$ cat src/rtl/fifo_drain_pkg.sv
// Shared definitions for the FIFO serial drain.
// Holds the drain FSM state type and the default width / bit-period values.
package fifo_drain_pkg;

  localparam int unsigned DefaultWidth      = 8;
  localparam int unsigned DefaultClksPerBit = 4;

  typedef enum logic [2:0] {
    StIdle,
    StFetch,
    StStart,
    StData,
    StStop
  } drain_state_t;

endpackage

$ cat src/rtl/bit_timer.sv
// Free-running bit-period counter for the serial drain.
// Ports:
//   clk   - system clock
//   rst   - asynchronous active-high reset
//   clear - synchronously restarts the count at 0 on the next edge
//   tick  - high while the count is CLKS_PER_BIT-1 (last cycle of a bit)
module bit_timer
  import fifo_drain_pkg::*;
#(
  parameter int unsigned CLKS_PER_BIT = DefaultClksPerBit
) (
  input  logic clk,
  input  logic rst,
  input  logic clear,
  output logic tick
);

  localparam int unsigned CntW = $clog2(CLKS_PER_BIT);
  localparam logic [CntW-1:0] CntMax = CntW'(CLKS_PER_BIT - 1);

  logic [CntW-1:0] cnt_q, cnt_d;

  always_comb begin
    cnt_d = cnt_q + 1'b1;
    if (clear || (cnt_q == CntMax)) begin
      cnt_d = '0;
    end
  end

  always_ff @(posedge clk or posedge rst) begin
    if (rst) begin
      cnt_q <= '0;
    end else begin
      cnt_q <= cnt_d;
    end
  end

  assign tick = (cnt_q == CntMax);

endmodule

$ cat src/rtl/fifo_serial_drain.sv
// Read-side consumer of a synchronous FIFO: pops one word whenever idle and the
// FIFO is non-empty, then sends it LSB-first as a start bit, WIDTH data bits
// and a stop bit, each CLKS_PER_BIT clocks long.
// Ports:
//   clk        - system clock
//   rst        - asynchronous active-high reset
//   empty      - FIFO empty flag
//   fifo_data  - FIFO read data, valid the cycle after rd
//   rd         - FIFO read strobe, one cycle per word
//   tx         - registered serial line, idles high
//   busy       - high in every state except idle
//   frame_done - pulse in the last cycle of each stop bit
module fifo_serial_drain
  import fifo_drain_pkg::*;
#(
  parameter int unsigned WIDTH        = DefaultWidth,
  parameter int unsigned CLKS_PER_BIT = DefaultClksPerBit
) (
  input  logic             clk,
  input  logic             rst,
  input  logic             empty,
  input  logic [WIDTH-1:0] fifo_data,
  output logic             rd,
  output logic             tx,
  output logic             busy,
  output logic             frame_done
);

  localparam int unsigned IdxW = (WIDTH > 1) ? $clog2(WIDTH) : 1;
  localparam logic [IdxW-1:0] IdxLast = IdxW'(WIDTH - 1);

  drain_state_t     state_q, state_d;
  logic [WIDTH-1:0] shift_q, shift_d;
  logic [IdxW-1:0]  idx_q, idx_d;
  logic             tx_q, tx_d;
  logic             timer_clear;
  logic             tick;

  // Restarting the timer in FETCH lines the first START cycle up with count 0.
  assign timer_clear = (state_q == StFetch);

  bit_timer #(
    .CLKS_PER_BIT (CLKS_PER_BIT)
  ) u_bit_timer (
    .clk   (clk),
    .rst   (rst),
    .clear (timer_clear),
    .tick  (tick)
  );

  // tx_d is the line level for the state being entered, so tx stays registered
  // yet changes in the first cycle of each bit.
  always_comb begin
    state_d = state_q;
    shift_d = shift_q;
    idx_d   = idx_q;
    tx_d    = tx_q;
    unique case (state_q)
      StIdle: begin
        tx_d = 1'b1;
        if (!empty) begin
          state_d = StFetch;
        end
      end
      StFetch: begin
        shift_d = fifo_data;
        idx_d   = '0;
        tx_d    = 1'b0;
        state_d = StStart;
      end
      StStart: begin
        if (tick) begin
          idx_d   = '0;
          tx_d    = shift_q[0];
          state_d = StData;
        end
      end
      StData: begin
        if (tick) begin
          shift_d = shift_q >> 1;
          idx_d   = idx_q + 1'b1;
          if (idx_q == IdxLast) begin
            tx_d    = 1'b1;
            state_d = StStop;
          end else begin
            tx_d = shift_d[0];
          end
        end
      end
      StStop: begin
        if (tick) begin
          tx_d    = 1'b1;
          state_d = StIdle;
        end
      end
      default: begin
        tx_d    = 1'b1;
        state_d = StIdle;
      end
    endcase
  end

  always_ff @(posedge clk or posedge rst) begin
    if (rst) begin
      state_q <= StIdle;
      shift_q <= '0;
      idx_q   <= '0;
      tx_q    <= 1'b1;
    end else begin
      state_q <= state_d;
      shift_q <= shift_d;
      idx_q   <= idx_d;
      tx_q    <= tx_d;
    end
  end

  // rd is gated by rst so a non-empty FIFO is never popped while held in reset.
  assign rd         = (state_q == StIdle) && !empty && !rst;
  assign tx         = tx_q;
  assign busy       = (state_q != StIdle);
  assign frame_done = (state_q == StStop) && tick;

endmodule

$ cat config.mk
export PLATFORM = sky130hd
export DESIGN_NAME = fifo_serial_drain
export DESIGN_NICKNAME = d
export VERILOG_FILES = /design/src/rtl/fifo_drain_pkg.sv /design/src/rtl/bit_timer.sv /design/src/rtl/fifo_serial_drain.sv
export SDC_FILE = /design/constraint.sdc
export NUM_CORES = 1
export LEC_CHECK = 0
export BUFFER_PORTS_ARGS = -buffer_cell sky130_fd_sc_hd__buf_2
export CELL_PAD_IN_SITES_DETAIL_PLACEMENT = 1
export CELL_PAD_IN_SITES_GLOBAL_PLACEMENT = 2
export CORE_MARGIN = 4
export CORE_UTILIZATION = 34
export DETAILED_ROUTE_END_ITERATION = 8
export PLACE_DENSITY_LB_ADDON = 0.1
export SYNTH_ARGS = -nofsm -noshare
export SYNTH_HDL_FRONTEND = slang
export SYNTH_SLANG_ARGS = --single-unit
$ cat constraint.sdc
create_clock -name clk -period 1.55 [get_ports clk]
set_clock_uncertainty 0.05 [all_clocks]
set_input_delay 0.31 -clock clk [delete_from_list [all_inputs] [get_ports clk]]
set_output_delay 0.31 -clock clk [all_outputs]
set_load 0.05 [all_outputs]
==> metrics.yaml <==
path_max_fanout: 2
die_w_um: 60.1
wl_met2_um: 995
wl_met1_um: 996
filler_cell_count: 305
period_minus_slack_ns: 1.73
rsz0062_at_grt: "true"
hp-class: "in2async"
max-cap-violations: 0
initial_core_util_pct: 36.6
worst_slew_pin_slew_ns: 0.330
reg2reg_slack_ns: 0.10
vias: 723
gp_congestion: 0.726
postCtsSetupBuffers: 0
worstSetupEndpointType: "output port"
synthCells: 89
die_h_um: 60.1
first_iter_violations: 11
fin_nets: 122
ant_nets: 0
wirelength_um: 2090
regArea_um2: 427
final_common_cell: "dfrtp_1"
dp_hpwl_um: 1510
final_util_pct: 43.4
grt_pass1_vias: 835
synth.avg_cell_area_um2: 10.4
synth_fp_nets: 103
r2r-end: "tx$_DFFE_PP1P_"
status: "finished with violations"
worstPathRequired_ns: 1.19
cts_tree: "built"
ios: 15
grt_max_degree: 18
hold_buffers: 0
finalPower_mw: 1.85
dieArea_um2: 3610
r2r_cells: 5
viasPerCell: 5.28
htree_levels: 1
core_um2: 2520
regToRegStartpoint: "state_q[1]$_DFFE_PP0P_"
cts.clk_slew.worst_paths_ns: 0.11
yosysUniqueCellTypes: 33
avgRoutedWirePerCell_um: 15.2
n_antenna_cell: 0
port_buffers: 14
area_growth_pct: 18.7
clock_path_buffers: 2
ys_ff_latch: 17
powerDensity_nw_per_um2: 1690
setup_viol: 3
multi_input_area_um2: 458
holdWs_ns: -0.00171
drive_gt1_share_pct: 31.8
finalCritPeriodShare_pct: 112
dpl_worst_slack_ns: 0.0393
p_leak_nw: 0.520
critical_path_arrival_ns: 1.37
crit_type: "reg2out"
cts.sinks: 17
synth_warnings: 0
layout_common_cells: "16 x dfrtp_1, 14 x a21oi_1, 12 x buf_2, 8 x mux2i_1, 7 x buf_4"
max-vdd-ir-drop_mv: 0.761
timing.final.ws_setup_ns: -0.180
row_count: 18
wl_met3_um: 68
drc: 0
root_buffer: "clkbuf_4"
syn_area_um2: 922
overflow: 0
slew_violations: 0
fmax_mhz: 578
cp-start-kind: "flop"
first_pass_iters: 2
clock_latency_ns: 0.29
topRoutingLayerUsed: "met4"
grt_pass1_wl_um: 3680
hold_violations: 8
antenna_found_initial: 0
numCtsBuffers: 3
yosysSeqAreaShare_pct: 46.3
relSlewSlack_pct: 78.0
grt_usage_pct: 13.7
violations: "hold timing, setup timing"
## cell type report
type	instances	area share, %
timing repair buffer	21	12.3
multi-input combinational	62	41.8
tap	30	3.43
inverter	3	1.03
sequential	17	39.0
clock buffer	4	2.40
## synth_stat cells, drive strengths merged
cell | instances | share of area, %
inv | 3 | 1.2
nand3b | 1 | 0.81
nand4 | 1 | 0.68
or3 | 1 | 1.2
a41oi | 1 | 0.95
nor3b | 2 | 1.6
o311ai | 1 | 0.95
a22o | 4 | 3.8
a211o | 1 | 0.95
nor4b | 1 | 0.95
nand3 | 1 | 0.54
nand2b | 2 | 1.4
nor2 | 5 | 2.0
dfrtp | 16 | 43
buf | 6 | 5.2
o21ai | 4 | 2.2
a21oi | 15 | 8.5
o2bb2ai | 2 | 1.9
dfstp | 1 | 2.8
or2 | 1 | 0.68
ha | 3 | 4.1
clkbuf | 1 | 0.41
nor3 | 3 | 2.2
nand2 | 3 | 1.2
nor2b | 2 | 1.6
mux2i | 8 | 8.7
## per-stage QoR
stage                     instance area (µm²)  std cells  TNS [ns]
after floorplan                           931         89    -0.274
after global placement                   1040        133         0
after detailed placement                 1040        133         0
after CTS                                1090        137    -0.448
after global routing                     1090        137    -0.591
final                                    1090        137    -0.392
## sequential cells by signal, summed over array words and instances, names as in the netlist
name	count
state_q	3
shift_q	8
idx_q	3
tx	1
u_bit_timer.cnt_q	2
## cell families after synthesis
family	Yosys count	synth area share, %
AND/OR/NAND/NOR	23	14.9
AO/OA/AOI/OAI	28	19.3
flip-flops	17	46.3
buffers and inverters	10	6.78
multiplexers	8	8.68
adder cells (fa/ha/maj)	3	4.07
## report_power, final
group	internal, mW	switching, mW	leakage (nW)	total (mW)
Sequential	0.632	0.107	0.190	0.739
Clock	0.100	0.142	0.0150	0.242
Combinational	0.378	0.491	0.315	0.870
Total	1.11	0.740	0.520	1.85
## critical path, stage by stage (launching register included)
cell,delay (ns)
dfrtp_1,0.39
or3_4,0.40
nor3_4,0.12
buf_6,0.18
## worst max path at each step
stage / from / to / cells after the start
after floorplan: state_q[1]$_DFFE_PP0P_ / rd / 3
after global placement: state_q[1]$_DFFE_PP0P_ / rd / 3
after detailed placement: state_q[1]$_DFFE_PP0P_ / rd / 3
after CTS: state_q[0]$_DFFE_PP0P_ / rd / 3
after global routing: state_q[0]$_DFFE_PP0P_ / rd / 3
final: state_q[0]$_DFFE_PP0P_ / rd / 3
## metal layers
metal  up-vias  GRT usage [%]
met5         -              0
met4         0           6.01
met3         4           2.16
met2        13           23.0
met1       347           17.1
li1        359              -
## what timing repair did
item | in CTS | in global routing
setup endpoints to repair | 3 | 4
pin swaps | 1 | 0
gates resized for setup | 7 | 1
Note: power is estimated with default switching activity, not from simulation.
